### src/rtl/cpu_step_ctrl.sv
// -----------------------------------------------------------------------------
// cpu_step_ctrl
//
// Turns the clock divider's slow square wave into single-cycle CPU clock-enable
// pulses on the fast board clock. The pulses are gated by a run/pause switch, a
// debounced single-step button and a CPU halt request. The block also counts
// the pulses it has issued so the display logic can show them.
//
// Handshake: none. cpu_en is a plain one-cycle strobe with no back-pressure.
// Every rising edge of slow_clk seen while the controller allows it produces
// exactly one cpu_en cycle. An edge that arrives while the pulse is not
// allowed is dropped.
//
// Ports
//   clk_in   : board clock. This is the only clock in the block.
//   rst      : asynchronous, active-high reset.
//   slow_clk : divided square wave. Asynchronous, so it is synchronized here.
//   run_sw   : 1 = free-run, 0 = pause. Asynchronous.
//   step_btn : single-step push button. Active-high, bouncy, asynchronous.
//   halt     : halt request from the CPU. Synchronous to clk_in.
//   cpu_en   : one-cycle CPU clock-enable pulse (registered).
//   mode     : controller state. 00 PAUSE, 01 RUN, 10 STEP, 11 HALT.
//              This also serves as the state debug view.
//   step_cnt : number of cpu_en pulses since reset. Saturates at all-ones.
// -----------------------------------------------------------------------------
module cpu_step_ctrl #(
    parameter logic [15:0] DEB_CYCLES = 16'd50000,
    parameter int          CNT_W      = 16
) (
    input  logic             clk_in,
    input  logic             rst,
    input  logic             slow_clk,
    input  logic             run_sw,
    input  logic             step_btn,
    input  logic             halt,
    output logic             cpu_en,
    output logic [1:0]       mode,
    output logic [CNT_W-1:0] step_cnt
);

    localparam logic [1:0] ST_PAUSE = 2'b00;
    localparam logic [1:0] ST_RUN   = 2'b01;
    localparam logic [1:0] ST_STEP  = 2'b10;
    localparam logic [1:0] ST_HALT  = 2'b11;

    localparam logic [CNT_W-1:0] CNT_ONE = {{(CNT_W-1){1'b0}}, 1'b1};
    localparam logic [CNT_W-1:0] CNT_MAX = {CNT_W{1'b1}};
    localparam logic [15:0]      DEB_LAST = DEB_CYCLES - 16'd1;

    // slow_clk synchronizer plus a third flop for edge detection.
    logic slow_s1, slow_s2, slow_s3;
    // Two-flop synchronizers for the switch and the button.
    logic run_s1, run_s;
    logic btn_s1, btn_s;

    // Debounce state.
    logic [15:0] deb_cnt;
    logic        btn_lvl;

    logic [1:0]  state;
    logic [1:0]  state_nxt;
    logic        cpu_en_nxt;

    logic        rise;
    logic        deb_diff;
    logic        deb_done;
    logic        step_press;

    // -------------------------------------------------------------------------
    // Input synchronizers
    // -------------------------------------------------------------------------
    always_ff @(posedge clk_in or posedge rst) begin
        if (rst) begin
            slow_s1 <= 1'b0;
            slow_s2 <= 1'b0;
            slow_s3 <= 1'b0;
            run_s1  <= 1'b0;
            run_s   <= 1'b0;
            btn_s1  <= 1'b0;
            btn_s   <= 1'b0;
        end else begin
            slow_s1 <= slow_clk;
            slow_s2 <= slow_s1;
            slow_s3 <= slow_s2;
            run_s1  <= run_sw;
            run_s   <= run_s1;
            btn_s1  <= step_btn;
            btn_s   <= btn_s1;
        end
    end

    assign rise = slow_s2 & ~slow_s3;

    // -------------------------------------------------------------------------
    // Button debounce
    // -------------------------------------------------------------------------
    // deb_cnt counts the consecutive cycles in which btn_s has disagreed with
    // the accepted level. The flip happens on the DEB_CYCLES-th such cycle,
    // which is when the count already stands at DEB_CYCLES-1.
    assign deb_diff   = (btn_s != btn_lvl);
    assign deb_done   = deb_diff && (deb_cnt == DEB_LAST);
    // A press is the cycle in which the accepted level goes from 0 to 1.
    assign step_press = deb_done && !btn_lvl;

    always_ff @(posedge clk_in or posedge rst) begin
        if (rst) begin
            deb_cnt <= 16'd0;
            btn_lvl <= 1'b0;
        end else if (!deb_diff) begin
            deb_cnt <= 16'd0;
        end else if (deb_done) begin
            deb_cnt <= 16'd0;
            btn_lvl <= ~btn_lvl;
        end else begin
            deb_cnt <= deb_cnt + 16'd1;
        end
    end

    // -------------------------------------------------------------------------
    // Run/step/halt state machine
    // -------------------------------------------------------------------------
    // In every state halt has top priority. HALT is left only through reset.
    always_comb begin
        state_nxt  = state;
        cpu_en_nxt = 1'b0;
        case (state)
            ST_PAUSE: begin
                if (halt)            state_nxt = ST_HALT;
                else if (run_s)      state_nxt = ST_RUN;
                else if (step_press) state_nxt = ST_STEP;
            end
            ST_RUN: begin
                // A run_s drop that coincides with a rise drops that rise.
                if (halt)        state_nxt = ST_HALT;
                else if (!run_s) state_nxt = ST_PAUSE;
                else             cpu_en_nxt = rise;
            end
            ST_STEP: begin
                // run_s and further presses are ignored until the pulse issues.
                if (halt) begin
                    state_nxt = ST_HALT;
                end else if (rise) begin
                    cpu_en_nxt = 1'b1;
                    state_nxt  = ST_PAUSE;
                end
            end
            default: begin
                state_nxt = ST_HALT;
            end
        endcase
    end

    always_ff @(posedge clk_in or posedge rst) begin
        if (rst) begin
            state  <= ST_PAUSE;
            cpu_en <= 1'b0;
        end else begin
            state  <= state_nxt;
            cpu_en <= cpu_en_nxt;
        end
    end

    assign mode = state;

    // -------------------------------------------------------------------------
    // Issued-cycle counter (saturating)
    // -------------------------------------------------------------------------
    always_ff @(posedge clk_in or posedge rst) begin
        if (rst) begin
            step_cnt <= {CNT_W{1'b0}};
        end else if (cpu_en && (step_cnt != CNT_MAX)) begin
            step_cnt <= step_cnt + CNT_ONE;
        end
    end

endmodule

### config.mk
export PLATFORM = sky130hd
export DESIGN_NAME = cpu_step_ctrl
export DESIGN_NICKNAME = d
export VERILOG_FILES = /design/src/rtl/cpu_step_ctrl.sv
export SDC_FILE = /design/constraint.sdc
export NUM_CORES = 1
export LEC_CHECK = 0
export BUFFER_PORTS_ARGS = -buffer_cell sky130_fd_sc_hd__buf_2
export CELL_PAD_IN_SITES_DETAIL_PLACEMENT = 0
export CELL_PAD_IN_SITES_GLOBAL_PLACEMENT = 1
export CORE_UTILIZATION = 30
export DETAILED_ROUTE_END_ITERATION = 10
export PLACE_DENSITY = 0.57
export SYNTH_ARGS = -nofsm -noshare
export SYNTH_HDL_FRONTEND = slang
export SYNTH_SLANG_ARGS = --single-unit
export TNS_END_PERCENT = 10
### constraint.sdc
create_clock -name clk_in -period 2 [get_ports clk_in]
set_input_delay 0.2 -clock clk_in [delete_from_list [all_inputs] [get_ports clk_in]]
set_output_delay 0.2 -clock clk_in [all_outputs]
set_load 0.1 [all_outputs]
==> metrics.cfg, run 1 <==
[run_status]
outcome=complete, no violations

[logic_synthesis]
synth-async-reset-ratio_pct=100
synth_edf_count=0
synthCells=196
ys_warn_count=0
yosys_most_used_dff=dfrtp_1
synth_commonest_cells=dfrtp_1 (43), nor2_1 (22), nand2_1 (13)
ys_top_cells_by_area=dfrtp_1 (52%), xor2_1 (5.1%), xnor2_1 (4.2%), nor2_1 (4.0%), ha_1 (3.6%)
syn-cell-area_um2=2080
synth.net_count=208
synth.most_common_cell=dfrtp_1
synth_area_leader_cell=dfrtp_1
synth.avg_cell_area_um2=10.6
ys_types=38
ys_seq_area_share_pct=51.8
synth_top_area_share_pct=51.8
ys_seq_elements=43

[die]
rows=29
top_level_ports=25
dieWidth_um=85.2
start_util_pct=31.8
chipHeight_um=85.2
core_um2=6530
dieArea_um2=7260

[layout]
final_cells=314
regArea_um2=1090
drive_gt1_share_pct=30.0
nets=248
multi_input_area_um2=993
n_antenna_cell=0
fillerInstances=671
area_growth_pct=21.9

[run]
maxCapViolCount=0

[timing]
period_share_pct=96.4
hold_ws_ns=0.149
max_slew_margin_pct=39.9
finalCriticalPeriod_ns=1.93
fmax_ghz=0.518
finalSetupViolCount=0
tightest_slew_ns=0.896
setup_tns_ns=0
drv_slew=0
hold_violations=0
fin_worst_skew_ns=0.00892

[critical_path]
path_class=reg -> reg
cp_max_fo=5
critPathCaptureType=flip-flop
arrival_ns=2.13
cp-start-kind=flip-flop
crit_required_ns=2.20

[power_and_ir_drop]
power_density_nw_per_um2=906
ir_worst_vdd_mv=0.390
leakage_nw=1.12

[route]
dr.pass1.iters=4
drc_errors=0
viasPerCell=4.98
post_drt_wl_per_cell_um=13.5
routed-via-count=1565
ant_nets=0
drt-initial-drc-count=52
routed_wl_um=4250

[grt]
antenna_found_initial=0
grt_pass1_wl_um=7460
grt.total_usage_pct=13.1
grt.overflow.total=0
grt_max_degree=27
grt_pass1_vias=1604

[placement]
dp_hpwl_um=3060
routabilityCongestion=0.787
io_buffers=24
dp.cells=302

[cts]
cts_tree=built
clockRootBuffer=clkbuf_8
htreeDepth=2
clk_pin_slew_ns=0.08
clkSinkCount=43
insertion_delay_ns=0.30
cts.path.max_buffers=2
numCtsBuffers=5

[worst_hold_path]
worstHoldPathType=in -> reg

## state kept, by name (all words and copies together) (netlist names)
name and cells:
run_s1 1, deb_cnt 16, btn_s1 1, slow_s1 1
slow_s3 1, step_cnt 16, mode 2, cpu_en 1
slow_s2 1, btn_s 1, btn_lvl 1, run_s 1
## report_power, final
part	internal [mW]	switching, mW
Sequential	0.925	0.0505
Combinational	0.171	0.440
Clock	0.404	0.303
Total	1.50	0.793
## placed cells by master, fill, tap and decap left out, types with 10 or more instances in the layout
cell | Yosys | layout
xor2_1 | 12 | 12
xnor2_1 | 10 | 10
buf_2 | 0 | 24
dfrtp_2 | 0 | 14
nand2_1 | 13 | 13
nor2_1 | 22 | 22
nor3_1 | 10 | 10
dfrtp_1 | 43 | 29
## through the flow
stage	power [mW]	util (%)	instance area, µm²	worst slack, ns
final	2.29	38.8	2530	0.0713
after global routing	2.42	38.8	2530	-0.0216
after CTS	2.29	38.4	2510	0.0976
after detailed placement	1.56	36.0	2350	0.113
after global placement	1.56	36.0	2350	0.139
after floorplan	1.45	-	2090	-0.237
## worst max-delay path, cell delays in order (launching register included)
cell and delay [ns]:
dfrtp_2 0.43, inv_1 0.12, ha_2 0.22, or3b_2 0.49, o22ai_2 0.23, nor3_1 0.08
o32ai_2 0.26
## cells by family after synthesis
kind of cell               count (synthesis)  share of synthesized area [%]
and+or+nand+nor                           93                           25.5
xor gates and xnor gates                  22                           9.28
DFF                                       43                           51.8
AOI/OAI and AO/OA                         19                           5.60
adders and majority gates                  6                           3.61
buffers and inverters                      8                           1.45
muxes                                      5                           2.71
## layout make-up
class | count | area share, %
clock inverters | 2 | 1.38
repair buffers | 34 | 8.10
inverters | 7 | 1.04
flip-flops and latches | 43 | 43.2
clock buffers | 6 | 3.26
well taps | 77 | 3.80
multi-input cells | 145 | 39.2
## worst paths after layout
path,from,to,slack (ns),depth (start not counted)
worst max-delay path,mode[0]$_DFFE_PP0P_,mode[0]$_DFFE_PP0P_,0.07,6
worst min-delay path,halt,cpu_en$_DFF_PP0_,0.15,2
worst max register to register,mode[0]$_DFFE_PP0P_,mode[0]$_DFFE_PP0P_,0.07,6
worst min register to register,btn_s1$_DFF_PP0_,btn_s$_DFF_PP0_,0.35,0
max in group asynchronous,rst,mode[0]$_DFFE_PP0P_,0.85,4
min in group asynchronous,rst,deb_cnt[1]$_DFF_PP0_,0.53,3
## timing repair
item | 4_1_cts | 5_1_grt
setup buffers | 0 | 0
endpoints found under the setup margin | 0 | 1
hold buffers | 4 | 0
gates resized for setup | 0 | 5
hold endpoints to repair | 9 | 0
## metal layers
layer | track usage (%) | part of all wire [%] | up-vias
li1 | - | - | 777
met1 | 17.4 | 49 | 748
met2 | 20.2 | 45 | 33
met3 | 3.50 | 4.3 | 7
met4 | 5.08 | 1.6 | 0
met5 | 0 | 0 | -
Note: power is estimated with default switching activity, not from simulation.
==> run 2, diff against run 1 <==
CORE_ASPECT_RATIO = 0.8   (was not set)
==> metrics.cfg, run 2 (same netlist as run 1, synthesis figures left out) <==
[power_and_ir_drop]
ir_worst_vdd_mv=0.842
leakage_nw=1.12
power_density_nw_per_um2=828

[critical_path]
crit_required_ns=2.19
cp_slowest_stage_delay_ns=0.46
cp_max_fo=5
critPathCaptureType=flip-flop
cp_cell_sequence=inv_1, ha_2, or3b_2, o22ai_1, nor3_1, o32ai_1
cp-start-kind=flip-flop
path_class=reg -> reg
arrival_ns=2.04
slowest_stage=or3b_2

[route]
viasPerCell=4.64
post_drt_wl_per_cell_um=12.1
drc_errors=0
routed_wl_um=3930
drt-initial-drc-count=61
routed-via-count=1502
ant_nets=0
dr.pass1.iters=4

[placement]
dp_hpwl_um=2940
routabilityCongestion=0.702
dp.cells=313
post-place-ws_ns=0.129
io_buffers=24
placed_area_um2=2390

[die]
top_level_ports=25
rows=26
start_util_pct=31.8
dieWidth_um=95.0
core_um2=6540
chipHeight_um=76.4
dieArea_um2=7260

[timing]
finalCriticalPeriod_ns=1.86
max_slew_margin_pct=51.2
setup_slack_ns=0.144
tightest_slew_ns=0.731
finalSetupViolCount=0
fmax_ghz=0.539
hold_violations=0
period_share_pct=92.8
hold_ws_ns=0.0166
rsz0062_at_grt=false
fin_worst_skew_ns=0.0130
drv_slew=0

[cts]
cts_tree=built
numCtsBuffers=5
clk_pin_slew_ns=0.09
clockRootBuffer=clkbuf_8
cts.path.max_buffers=2
insertion_delay_ns=0.30
post-cts-setup-buffer-count=0
htreeDepth=2
clkSinkCount=43

[run_status]
outcome=complete, no violations

[layout]
final_util_pct=38.4
final_area_um2=2510
final_cells=324
final_common_cell=dfrtp_1
fillerInstances=668
final_cell_mix=dfrtp_1 (29), buf_2 (24), nor2_1 (22), dfrtp_2 (14), nand2_1 (13)
area_growth_pct=20.8
nets=251
n_antenna_cell=0
drive_gt1_share_pct=30.0

[worst_hold_path]
worstHoldPathType=in -> async

[run]
maxCapViolCount=0

[grt]
antenna_found_initial=0
grt_pass1_vias=1416
grt_pass1_wl_um=6800
grt.overflow.total=0
grt.total_usage_pct=12.2
grt_max_degree=36

==> run 2: what timing repair did <==
action	in CTS	in global routing
endpoints found under the hold margin	3	0
setup endpoints to repair	0	1
hold buffers	3	0
gates resized for setup	0	1
==> run 2: power by group <==
part | internal, mW | switching [mW]
sequential | 0.925 | 0.0495
combinational | 0.149 | 0.416
clock | 0.244 | 0.294
total | 1.32 | 0.759
==> run 2: layout make-up <==
cell class | instances | area (µm²) | share of cell area [%]
multi-input combinational | 145 | 973 | 38.8
inverter | 7 | 26.3 | 1.05
clock buffer | 6 | 72.6 | 2.89
clock inverter | 2 | 12.5 | 0.499
timing repair buffer | 37 | 225 | 8.98
sequential | 43 | 1090 | 43.6
tap | 84 | 105 | 4.19
==> run 2: per-stage QoR <==
stage,total power [mW],setup TNS [ns]
after floorplan,1.45,-0.816
after global placement,1.56,0
after detailed placement,1.55,0
after CTS,2.11,0
after global routing,2.21,0
final,2.08,0
==> run 2: worst max-delay path, delay by kind of cell, from the launching register on <==
kind                     cells  cell delay [ns]
flip-flops                   1             0.43
AO/OA/AOI/OAI                2             0.47
buffers and inverters        1             0.11
AND/OR/NAND/NOR              2             0.53
adder cells (fa/ha/maj)      1             0.22
==> run 2: per-layer routing <==
layer | global-route usage, % | up-vias | routed length [µm]
met5 | 0 | - | 0
met4 | 4.55 | 0 | 49
met3 | 3.29 | 5 | 140
met2 | 16.4 | 22 | 1590
met1 | 18.4 | 698 | 2160
li1 | - | 777 | -
==> run 2: path summary, 6_finish.rpt <==
kind	start	slack [ns]	to	depth (start not counted)
worst max-delay path	mode[0]$_DFFE_PP0P_	0.14	mode[0]$_DFFE_PP0P_	6
max in group asynchronous	rst	1.38	step_cnt[14]$_DFFE_PP0P_	3
min in group clk_in	halt	0.14	cpu_en$_DFF_PP0_	2
worst min register to register	btn_s1$_DFF_PP0_	0.35	btn_s$_DFF_PP0_	0
worst min-delay path	rst	0.02	deb_cnt[2]$_DFF_PP0_	2
worst max register to register	mode[0]$_DFFE_PP0P_	0.14	mode[0]$_DFFE_PP0P_	6
==> run 3, diff against run 2 <==
PLACE_DENSITY = 0.59   (was 0.57)
clock period = 1.5 ns   (was 2 ns; I/O delays follow)
==> metrics.cfg, run 3 (same netlist as run 1, synthesis figures left out) <==
[run_status]
outcome=finished, violations left
violations=negative setup slack

[run]
maxCapViolCount=0

[critical_path]
path_class=reg -> reg
arrival_ns=1.90
cp_max_fo=4
r2r_end=deb_cnt[15]$_DFF_PP0_
rr_worst_depth=5
r2r-start=deb_cnt[7]$_DFF_PP0_
cp-startpoint=deb_cnt[7]$_DFF_PP0_
crit_required_ns=1.72
cp-start-kind=flip-flop
rrSetupSlack_ns=-0.18
critPathCaptureType=flip-flop

[timing]
finalSetupViolCount=24
period_share_pct=112
max_slew_margin_pct=67.5
hold_violations=0
tightest_slew_ns=0.492
rsz0062_at_grt=true
hold_ws_ns=0.191
finalCriticalPeriod_ns=1.68
drv_slew=0
fin_worst_skew_ns=0.0126
fmax_ghz=0.595
setup_slack_ns=-0.182
setup_tns_ns=-1.64

[cts]
cts.path.max_buffers=2
insertion_delay_ns=0.30
clk_pin_slew_ns=0.09
cts_tree=built
clockRootBuffer=clkbuf_8
htreeDepth=2
numCtsBuffers=5
clkSinkCount=43

[die]
dieArea_um2=7260
core_um2=6540
dieWidth_um=95.0
top_level_ports=25
rows=26
chipHeight_um=76.4
start_util_pct=31.8

[power_and_ir_drop]
leakage_nw=1.46
ir_worst_vdd_mv=0.597
p_total_mw=3.45
power_density_nw_per_um2=1040

[placement]
dp_hpwl_um=3440
routabilityCongestion=0.763
io_buffers=24
dp.cells=359

[worst_hold_path]
worstHoldEndpoint=cpu_en$_DFF_PP0_
hp-start=halt
hold_depth=2
worstHoldPathType=in -> reg

[layout]
final_common_cell=buf_4
final_util_pct=50.9
nets=307
area_growth_pct=60.2
drive_gt1_share_pct=56.1
n_antenna_cell=0
final_cells=380
fillerInstances=600
final_cell_mix=buf_4 (57), dfrtp_1 (24), buf_2 (24), nor2_1 (20), dfrtp_4 (15)

[grt]
grt.total_usage_pct=15.4
grt_pass1_wl_um=8740
grt.overflow.total=0
antenna_found_initial=0
grt_pass1_vias=1869
grt_max_degree=44

[route]
routed_wl_um=5030
dr.pass1.iters=4
post_drt_wl_per_cell_um=13.2
drt-initial-drc-count=56
viasPerCell=4.73
routed-via-count=1796
drc_errors=0
ant_nets=0

run 3: cell types whose count changed in the layout (fill, tap and decap cells not counted), sizes merged:
cell,change
clkinv,+1
clkbuf,+1
buf,+55
dlygate4sd3,+1
inv,-1
clkinvlp,-1
run 3: final cells by class:
| class | count | area [µm²] | area share, % |
|---|---|---|---|
| repair buffers | 93 | 696 | 20.9 |
| clock inverters | 1 | 5.00 | 0.150 |
| multi-input cells | 145 | 1270 | 38.1 |
| well taps | 84 | 105 | 3.16 |
| flip-flops and latches | 43 | 1140 | 34.2 |
| inverters | 7 | 31.3 | 0.940 |
| clock buffers | 7 | 86.3 | 2.59 |
run 3: layer usage:
layer	share of wire, %	up-vias	track usage (%)
met4	1.2	0	4.70
li1	-	896	-
met3	3.2	7	3.59
met5	0	-	0
met2	45	23	23.0
met1	50	870	21.9
run 3: stage by stage:
step | setup WS, ns | cell area, µm²
after floorplan | -0.446 | 2160
after global placement | -0.212 | 2830
after detailed placement | -0.321 | 2830
after CTS | -0.168 | 3200
after global routing | -0.264 | 3330
final | -0.182 | 3330
run 3: worst max-delay path by stage:
stage                                   end  slack (ns)  cells past startpoint
floorplan           step_cnt[1]$_DFFE_PP0P_       -0.45                      4
global placement        mode[0]$_DFFE_PP0P_       -0.21                      6
detailed placement      mode[0]$_DFFE_PP0P_       -0.32                      6
CTS                     mode[0]$_DFFE_PP0P_       -0.17                      6
global route            mode[0]$_DFFE_PP0P_       -0.26                      5
finish                deb_cnt[15]$_DFF_PP0_       -0.18                      5
run 3: power breakdown:
| group | switching, mW | internal, mW |
|---|---|---|
| Sequential | 0.0695 | 1.25 |
| Clock | 0.396 | 0.372 |
| Combinational | 0.769 | 0.593 |
run 3: critical path: stages, from the launching register on:
cell and delay [ns]:
dfrtp_1 0.40, buf_4 0.13, nand3_2 0.06, or3_4 0.42, or4_1 0.47, a21oi_1 0.14
run 3: what timing repair did:
item                                    CTS  global route
hold buffers                              4             0
resized for setup                        42            20
buffers inserted                          6             3
endpoints found under the hold margin    46             0
endpoints found under the setup margin   31            34
pin swaps                                20            18
